===== src/rtl/next_pc_unit_pkg.sv =====
// Shared types for the next-PC unit: FSM states, redirect sources ordered by
// priority, and default reset/trap addresses.
package next_pc_unit_pkg;

  localparam logic [31:0] DEF_RESET_PC = 32'h0000_0000;
  localparam logic [31:0] DEF_TRAP_VEC = 32'h0000_0100;

  typedef enum logic [1:0] {
    ST_BOOT,
    ST_RUN,
    ST_HOLD,
    ST_FLUSH
  } state_e;

  // Numeric order is the redirect priority: a larger value wins.
  typedef enum logic [2:0] {
    SRC_NONE   = 3'd0,
    SRC_BRANCH = 3'd1,
    SRC_JAL    = 3'd2,
    SRC_JALR   = 3'd3,
    SRC_MRET   = 3'd4,
    SRC_TRAP   = 3'd5
  } redirect_src_e;

  // A newer request replaces a pending one of equal or lower priority.
  function automatic logic src_wins(input redirect_src_e cur, input redirect_src_e pend);
    return (cur != SRC_NONE) && (cur >= pend);
  endfunction

endpackage


===== src/rtl/next_pc_sel.sv =====
// Combinational redirect selection: priority among current requests and any
// pending one, JALR bit-0 masking, and alignment check on the winning target.
module next_pc_sel
  import next_pc_unit_pkg::*;
#(
  parameter int unsigned     XLEN     = 32,
  parameter logic [XLEN-1:0] TRAP_VEC = XLEN'(DEF_TRAP_VEC)
) (
  input  logic            branch_taken_i,
  input  logic [XLEN-1:0] branch_target_i,
  input  logic            jal_i,
  input  logic [XLEN-1:0] jal_target_i,
  input  logic            jalr_i,
  input  logic [XLEN-1:0] alu_result_i,
  input  logic            trap_i,
  input  logic            mret_i,
  input  logic [XLEN-1:0] epc_i,
  input  logic            pend_valid_i,
  input  redirect_src_e   pend_src_i,
  input  logic [XLEN-1:0] pend_target_i,
  output logic            redir_valid_o,
  output redirect_src_e   redir_src_o,
  output logic [XLEN-1:0] redir_target_o,
  output logic            redir_misalign_o,
  output logic [XLEN-1:0] apply_target_o
);

  redirect_src_e   cur_src;
  redirect_src_e   pend_src;
  logic [XLEN-1:0] cur_target;

  always_comb begin
    cur_src    = SRC_NONE;
    cur_target = '0;
    if (trap_i) begin
      cur_src    = SRC_TRAP;
      cur_target = TRAP_VEC;
    end else if (mret_i) begin
      cur_src    = SRC_MRET;
      cur_target = epc_i;
    end else if (jalr_i) begin
      cur_src    = SRC_JALR;
      cur_target = {alu_result_i[XLEN-1:1], 1'b0};
    end else if (jal_i) begin
      cur_src    = SRC_JAL;
      cur_target = jal_target_i;
    end else if (branch_taken_i) begin
      cur_src    = SRC_BRANCH;
      cur_target = branch_target_i;
    end
  end

  always_comb begin
    pend_src = pend_valid_i ? pend_src_i : SRC_NONE;
    if (src_wins(cur_src, pend_src)) begin
      redir_src_o    = cur_src;
      redir_target_o = cur_target;
    end else begin
      redir_src_o    = pend_src;
      redir_target_o = pend_target_i;
    end
    redir_valid_o    = (redir_src_o != SRC_NONE);
    redir_misalign_o = redir_valid_o && (redir_target_o[1:0] != 2'b00);
    apply_target_o   = redir_misalign_o ? TRAP_VEC : redir_target_o;
  end

endmodule


===== src/rtl/next_pc_unit.sv =====
// Next-PC unit: fetch-address FSM (BOOT/RUN/HOLD/FLUSH) with a pending
// redirect register that collects requests while fetch is held.
module next_pc_unit
  import next_pc_unit_pkg::*;
#(
  parameter int unsigned     XLEN     = 32,
  parameter logic [XLEN-1:0] RESET_PC = XLEN'(DEF_RESET_PC),
  parameter logic [XLEN-1:0] TRAP_VEC = XLEN'(DEF_TRAP_VEC)
) (
  input  logic            clk_i,
  input  logic            rst_ni,
  input  logic            stall_i,
  input  logic            fetch_ready_i,
  input  logic            branch_taken_i,
  input  logic [XLEN-1:0] branch_target_i,
  input  logic            jal_i,
  input  logic [XLEN-1:0] jal_target_i,
  input  logic            jalr_i,
  input  logic [XLEN-1:0] alu_result_i,
  input  logic            trap_i,
  input  logic            mret_i,
  input  logic [XLEN-1:0] epc_i,
  output logic [XLEN-1:0] pc_o,
  output logic [XLEN-1:0] pc_plus4_o,
  output logic            pc_valid_o,
  output logic            flush_o,
  output logic            misalign_o,
  output logic [XLEN-1:0] misalign_addr_o
);

  state_e          state_q, state_d;
  logic [XLEN-1:0] pc_q, pc_d;
  logic            pc_valid_q, pc_valid_d;
  logic            flush_q, flush_d;
  logic            misalign_q, misalign_d;
  logic [XLEN-1:0] misalign_addr_q, misalign_addr_d;
  logic            pend_valid_q, pend_valid_d;
  redirect_src_e   pend_src_q, pend_src_d;
  logic [XLEN-1:0] pend_target_q, pend_target_d;

  logic            redir_valid;
  redirect_src_e   redir_src;
  logic [XLEN-1:0] redir_target;
  logic            redir_misalign;
  logic [XLEN-1:0] apply_target;
  logic            advance;
  logic [XLEN-1:0] pc_plus4;

  next_pc_sel #(
    .XLEN     (XLEN),
    .TRAP_VEC (TRAP_VEC)
  ) u_sel (
    .branch_taken_i   (branch_taken_i),
    .branch_target_i  (branch_target_i),
    .jal_i            (jal_i),
    .jal_target_i     (jal_target_i),
    .jalr_i           (jalr_i),
    .alu_result_i     (alu_result_i),
    .trap_i           (trap_i),
    .mret_i           (mret_i),
    .epc_i            (epc_i),
    .pend_valid_i     (pend_valid_q),
    .pend_src_i       (pend_src_q),
    .pend_target_i    (pend_target_q),
    .redir_valid_o    (redir_valid),
    .redir_src_o      (redir_src),
    .redir_target_o   (redir_target),
    .redir_misalign_o (redir_misalign),
    .apply_target_o   (apply_target)
  );

  assign advance  = fetch_ready_i && !stall_i;
  assign pc_plus4 = pc_q + XLEN'(4);

  // The selector already merges pending with current requests, so RUN and
  // HOLD share one path; in RUN the pending register is always empty.
  always_comb begin
    state_d         = state_q;
    pc_d            = pc_q;
    flush_d         = 1'b0;
    misalign_d      = 1'b0;
    misalign_addr_d = misalign_addr_q;
    pend_valid_d    = pend_valid_q;
    pend_src_d      = pend_src_q;
    pend_target_d   = pend_target_q;
    unique case (state_q)
      ST_BOOT: state_d = ST_RUN;
      ST_RUN, ST_HOLD: begin
        if (advance) begin
          pend_valid_d = 1'b0;
          pend_src_d   = SRC_NONE;
          if (redir_valid) begin
            pc_d    = apply_target;
            flush_d = 1'b1;
            state_d = ST_FLUSH;
            if (redir_misalign) begin
              misalign_d      = 1'b1;
              misalign_addr_d = redir_target;
            end
          end else begin
            pc_d    = pc_plus4;
            state_d = ST_RUN;
          end
        end else begin
          state_d = ST_HOLD;
          if (redir_valid) begin
            pend_valid_d  = 1'b1;
            pend_src_d    = redir_src;
            pend_target_d = redir_target;
          end
        end
      end
      ST_FLUSH: begin
        state_d      = ST_RUN;
        pend_valid_d = 1'b0;
        pend_src_d   = SRC_NONE;
      end
      default: state_d = ST_BOOT;
    endcase
    pc_valid_d = (state_d == ST_RUN) || (state_d == ST_HOLD);
  end

  always_ff @(posedge clk_i or negedge rst_ni) begin
    if (!rst_ni) begin
      state_q         <= ST_BOOT;
      pc_q            <= RESET_PC;
      pc_valid_q      <= 1'b0;
      flush_q         <= 1'b0;
      misalign_q      <= 1'b0;
      misalign_addr_q <= '0;
      pend_valid_q    <= 1'b0;
      pend_src_q      <= SRC_NONE;
      pend_target_q   <= '0;
    end else begin
      state_q         <= state_d;
      pc_q            <= pc_d;
      pc_valid_q      <= pc_valid_d;
      flush_q         <= flush_d;
      misalign_q      <= misalign_d;
      misalign_addr_q <= misalign_addr_d;
      pend_valid_q    <= pend_valid_d;
      pend_src_q      <= pend_src_d;
      pend_target_q   <= pend_target_d;
    end
  end

  assign pc_o            = pc_q;
  assign pc_plus4_o      = pc_plus4;
  assign pc_valid_o      = pc_valid_q;
  assign flush_o         = flush_q;
  assign misalign_o      = misalign_q;
  assign misalign_addr_o = misalign_addr_q;

endmodule


===== config.mk =====
export PLATFORM = sky130hd
export DESIGN_NAME = next_pc_unit
export DESIGN_NICKNAME = d
export VERILOG_FILES = /design/src/rtl/next_pc_unit_pkg.sv /design/src/rtl/next_pc_sel.sv /design/src/rtl/next_pc_unit.sv
export SDC_FILE = /design/constraint.sdc
export NUM_CORES = 1
export LEC_CHECK = 0
export ABC_CLOCK_PERIOD_IN_PS = 2900
export CORE_MARGIN = 4
export CORE_UTILIZATION = 45
export DETAILED_ROUTE_END_ITERATION = 8
export GPL_TIMING_DRIVEN = 0
export PLACE_DENSITY_LB_ADDON = 0.25
export SYNTH_ARGS = -nofsm -noshare
export SYNTH_HDL_FRONTEND = slang
export SYNTH_SLANG_ARGS = --single-unit
export TNS_END_PERCENT = 5

===== constraint.sdc =====
create_clock -name clk_i -period 2.9 [get_ports clk_i]
set_input_delay 0.58 -clock clk_i [delete_from_list [all_inputs] [get_ports clk_i]]
set_output_delay 0.58 -clock clk_i [all_outputs]
set_load 0.01 [all_outputs]

==> results.yml, run 1 <==
setup_path:
  cp.depth: 8
  path_buf_inv: 3
  cp_data_arrival_time_ps: 2420
  slowest_stage: "clkdlybuf4s50_1"
  end_kind: "output pin"
  crit_type: "register to output pin"
  slowest_delay_ps: 480
  worstSetupStartpointType: "register"
  reg2reg_from: "pend_valid_q"
  r2r_setup_slack_ps: 470
  cp.required_ps: 2320
  cp_top_family: "buffers and inverters"
  path_cells: "buf_4 > and4_1 > nand3_1 > nor2_1 > and3_1 > xnor2_1 > inv_1 > clkdlybuf4s50_1"
  r2r_cells: 9
  r2r-end: "misalign_addr_o[20]"
  path_max_fanout: 7
timing:
  tns_ps: -222
  clock_skew_ps: 5.73
  whs_ps: 257
  maxSlewHeadroom_pct: 27.3
  setup_violations: 4
  layout_setup_ws_ps: -98.3
  fmax_ghz: 0.334
  slew_violations: 0
  rsz0062_at_grt: "true"
  worstMarginPinSlew_ps: 1090
  fin_crit_sh_pct: 103
  timing.final.crit_period_ps: 3000
  hold_viol: 0
job:
  cap_violations: 0
route:
  wl_met2_mm: 12.0
  vias: 6991
  dr.pass1.iters: 5
  drc: 0
  wl_per_cell_um: 21.6
  drt-total-wl_mm: 24.7
  top_layer_used: "met4"
  via_per_inst: 6.12
  wl_met1_mm: 9.47
  drtIter0Drc: 677
  wl_met3_mm: 2.44
  antenna_left: 0
run_status:
  violations: "negative setup slack"
  status: "complete, but fails checks"
synth:
  yosysWarnings: 0
  synth.avg_cell_area_um2: 8.92
  ys_seq_area_share_pct: 42.5
  synth_common_cells: "105 x dfrtp_1, 67 x o21ai_0, 60 x nand2_1"
  synth_top_cell_by_area: "dfrtp_1"
  synthCells: 693
  synth-async-reset-ratio_pct: 100
  synthTopCellsByArea: "dfrtp_1 43%, o21ai_0 5.4%, a221oi_1 4.4%, a21oi_1 4.2%, a21oi_2 4.0%"
  synth-seq-cells: 105
  synth_fp_nets: 835
  synth_edf_count: 0
  synthFlopType: "dfrtp_1"
  synth.top_cell.area_share_pct: 42.5
  ys_types: 57
  yosysMostFrequentCell: "dfrtp_1"
  synth_area_um2: 6180
place:
  dp.final_hpwl_mm: 18.1
  place_area_um2: 8760
  globalplace.congestion: 0.912
  io_buffers: 232
  pre_cts_ws_ps: -1170
power:
  p_leak_nw: 3.95
  ir_drop_mv: 0.447
  p_per_area_nw_per_um2: 888
die:
  die_area_um2: 15700
  num_rows: 42
  core-area_um2: 13300
  start_util_pct: 46.3
  die_x_um: 125
  io_pins: 236
  die_height_um: 125
layout:
  multiInputGateArea_um2: 3730
  final_layout_size_suffix_gt1_share_pct: 22.5
  area_delta_synth_final_pct: 61.0
  ff_latch_area_um2: 2640
  nFillCells: 985
  nNetsFinal: 1103
  antenna_cells: 0
  fin_area_um2: 9950
global_route:
  grt_pass1_vias: 7028
  gr-total-overflow: 0
  grt_usage_pct: 30.0
  antenna_found_initial: 0
  grt_max_degree: 57
  grt_pass1_wl_mm: 37.5
clock_tree:
  clock_latency_ps: 350
  cts_hold_buf: 0
  cts_tree: "yes"
  root_buffer: "clkbuf_16"
  h-tree-depth: 3
  max-clock-path-buffers: 2
  cts_buffers: 9
  clk_pin_slew_worst_paths_ps: 70
  clock_sinks: 105
hold_path:
  hold_path.class: "input port to asynchronous set/reset pin"
how the worst max path moves through the flow:
stage | from | endpoint
2_1_floorplan | jal_i | misalign_addr_o[30]
3_3_place_gp | rst_ni | misalign_o
3_5_place_dp | branch_taken_i | pend_target_q[29]
4_1_cts | pc_o[20] | pc_plus4_o[31]
5_1_grt | pc_o[2] | pc_plus4_o[17]
6_report | pc_o[2] | pc_plus4_o[17]
report_power, final:
part,switching (mW),leakage [nW],total (mW),internal (mW)
registers,0.636,1.31,2.75,2.12
clock network,0.552,0.156,1.30,0.744
logic,2.45,2.49,4.78,2.34
total,3.63,3.95,8.83,5.20
flip-flops by register name, indices dropped and copies added (netlist names):
| register | count |
|---|---|
| state_q | 2 |
| pend_valid_q | 1 |
| pend_src_q | 3 |
| pc_o | 32 |
| flush_o | 1 |
| pend_target_q | 32 |
| misalign_o | 1 |
| misalign_addr_o | 32 |
| pc_valid_o | 1 |
worst reg2reg max path: stages, from the launching register on:
cell and delay (ps):
dfrtp_1 420, nand2_1 110, ha_1 310, a21oi_2 230, o21a_4 200, nor2_4 70
a2111oi_4 480, buf_6 220, buf_6 200, a21oi_2 80
cell usage in the layout (no fill, tap or decap), drive strengths merged, types with 4 or more instances in the layout:
cell / n
xnor2: 19
nand4: 8
a221oi: 32
or3: 10
nor3: 8
nor2: 56
dlygate4sd2: 7
clkdlybuf4s50: 211
dfrtp: 105
inv: 10
buf: 56
a41oi: 4
ha: 5
o22ai: 33
a22oi: 5
nand2: 61
xor2: 8
o211ai: 8
clkbuf: 50
nor4: 30
nand3: 18
a21oi: 80
and3: 13
dlymetal6s2s: 6
o21ai: 68
and2: 4
a31oi: 7
mux2i: 4
per-stage QoR:
stage	instances	utilization (%)	total power, mW
global route	1142	74.5	9.32
CTS	1131	72.8	8.59
finish	1142	74.5	8.83
floorplan	693	-	4.73
global placement	1101	65.5	6.88
detailed placement	1102	65.7	6.97
metal layers:
| metal | track usage, % | vias up |
|---|---|---|
| li1 | - | 3140 |
| met1 | 38.1 | 3358 |
| met2 | 50.0 | 431 |
| met3 | 6.57 | 62 |
| met4 | 11.9 | 0 |
| met5 | 0 | - |
logic make-up after synthesis:
family | count (synthesis) | synth area share, %
adders and majority gates | 5 | 1.01
xor gates and xnor gates | 27 | 3.83
DFF | 105 | 42.5
muxes | 6 | 1.01
buffers and inverters | 72 | 5.71
AOI/OAI and AO/OA | 252 | 26.9
and+or+nand+nor | 226 | 19.0
repair_timing:
item                                   4_1_cts  5_1_grt
cloned                                       0        1
buffers inserted                            15       12
endpoints found under the hold margin        0        0
setup endpoints to repair                  124      115
resized for setup                          152       54
pin swaps                                   11       11
layout make-up:
cell class | instances | area share (%)
multi-input combinational | 516 | 37.5
sequential | 105 | 26.5
timing repair buffer | 261 | 25.8
buffer | 58 | 4.33
clock buffer | 13 | 2.72
tap | 176 | 2.21
clock inverter | 3 | 0.478
inverter | 10 | 0.377
Note: power is estimated with default switching activity, not from simulation.
==> run 2: changes to the inputs <==
SETUP_SLACK_MARGIN = 0.5   (was unset)
==> results.yml, run 2 (same netlist as run 1, synthesis figures left out) <==
clock_tree:
  cts_tree: "yes"
  root_buffer: "clkbuf_16"
  h-tree-depth: 3
  cts_buffers: 9
  cts_hold_buf: 0
  clock_sinks: 105
  max-clock-path-buffers: 2
  clk_pin_slew_worst_paths_ps: 80
  clock_latency_ps: 360
run_status:
  violations: "negative setup slack"
  status: "complete, but fails checks"
die:
  die_area_um2: 15700
  die_x_um: 125
  die_height_um: 125
  io_pins: 236
  core-area_um2: 13300
  start_util_pct: 46.3
  num_rows: 42
timing:
  fmax_ghz: 0.342
  layout_setup_ws_ps: -26.3
  worstMarginPinSlew_ps: 1150
  rsz0062_at_grt: "true"
  setup_violations: 1
  clock_skew_ps: 10.8
  timing.final.crit_period_ps: 2930
  fin_crit_sh_pct: 101
  hold_viol: 0
  slew_violations: 0
  maxSlewHeadroom_pct: 23.1
route:
  drc: 0
  vias: 7469
  antenna_left: 0
  via_per_inst: 6.39
  dr.pass1.iters: 6
  wl_per_cell_um: 24.5
  drtIter0Drc: 925
  drt-total-wl_mm: 28.6
setup_path:
  r2r_cells: 10
  cp.required_ps: 2320
  end_kind: "output pin"
  r2r-end: "misalign_addr_o[8]"
  path_max_fanout: 7
  worstSetupStartpointType: "register"
  cp_data_arrival_time_ps: 2350
  reg2reg_from: "pend_valid_q"
  crit_type: "register to output pin"
  r2r_setup_slack_ps: 260
layout:
  area_delta_synth_final_pct: 72.0
  final_cell_mix: "203 x clkdlybuf4s50_1, 97 x dfrtp_1, 48 x o21ai_0"
  final_layout_size_suffix_gt1_share_pct: 30.4
  fin_area_um2: 10600
  nNetsFinal: 1128
  final_common_cell: "clkdlybuf4s50_1"
  fin_util_pct: 79.6
power:
  ir_drop_mv: 0.519
  clkPwrFrac_pct: 13.5
  p_leak_nw: 4.23
  power.switching_mw: 4.23
  p_int_mw: 5.51
  p_seq_share_pct: 28.7
  swShare_pct: 43.4
  power_mw: 9.75
  p_per_area_nw_per_um2: 917
  combPwrFrac_pct: 57.8
place:
  dp.final_hpwl_mm: 18.0
  io_buffers: 232
  globalplace.congestion: 0.905
  place_area_um2: 8760
job:
  cap_violations: 0
global_route:
  grt_max_degree: 58
  gr-total-overflow: 0
  antenna_found_initial: 0
  grt_usage_pct: 32.0
  grt_pass1_wl_mm: 39.9
  grt_pass1_vias: 7120
hold_path:
  hold_path.class: "input port to asynchronous set/reset pin"
run 2: changes by cell type in the layout (fill, tap and decap cells not counted), moves of 6 or more:
cell	change
buf_2	+9
buf_4	+9
clkdlybuf4s50_1	-8
nand2_1	-12
nor2_1	-6
nor2_4	+7
buf_8	+6
o21ai_0	-11
nor4_2	-6
nand2_2	+8
buf_6	+11
run 2: per-stage QoR:
stage / setup WS, ps / setup TNS [ps] / hold slack (ps) / std cells
2_1_floorplan: -66.5 / -1700 / 284 / 693
3_3_place_gp: -2760 / -388710 / 463 / 1101
3_5_place_dp: -1220 / -103930 / 477 / 1102
4_1_cts: 43.7 / 0 / 271 / 1160
5_1_grt: -106 / -682 / 297 / 1167
6_report: -26.3 / -26.3 / 257 / 1168
run 2: worst max-delay path by stage:
| stage | cells after the start | from | to |
|---|---|---|---|
| 2_1_floorplan | 15 | jal_i | misalign_addr_o[30] |
| 6_report | 9 | pc_o[13] | pc_plus4_o[30] |
| 5_1_grt | 9 | pc_o[13] | pc_plus4_o[22] |
| 3_5_place_dp | 15 | branch_taken_i | pc_o[23] |
| 4_1_cts | 9 | pc_o[20] | pc_plus4_o[30] |
| 3_3_place_gp | 1 | rst_ni | misalign_o |
run 2: critical path, cell delays in order, from the launching register on:
cell	delay, ps
dfrtp_1	400
buf_8	140
and3_4	190
nand4_1	120
buf_6	170
nor4b_4	240
buf_4	190
nand4_1	130
xnor2_1	230
buf_2	170
run 2: power groups by stage:
stage / Combinational, mW / Sequential, mW / Clock, mW
floorplan: 1.95 / 2.77 / 0
global placement: 4.22 / 2.66 / 0
detailed placement: 4.29 / 2.68 / 0
CTS: 4.88 / 2.66 / 1.30
global route: 5.93 / 2.86 / 1.38
finish: 5.63 / 2.80 / 1.32
run 2: timing repair:
action                     in CTS  in global routing
gates resized for setup       189                204
pin swaps                      21                 61
setup endpoints to repair     132                128
buffers inserted               36                  7
cloned                          6                  0
run 2: area by class of cell:
type,instances,area (µm²)
Antenna cell,1,2.50
Buffer,62,568
Clock buffer,10,239
Clock inverter,6,73.8
Fill cell,842,2720
Inverter,10,40.0
Multi-Input combinational cell,517,4120
Sequential cell,105,2640
Tap cell,176,220
Timing Repair Buffer,281,2720
run 2: metal layers:
metal  global-route usage, %  vias up  routed length [µm]
li1                        -     3182                   -
met1                    40.8     3570               10300
met2                    52.7      600               13900
met3                    7.08      117                3070
met4                    13.9        0                1350
met5                       0        -                   0
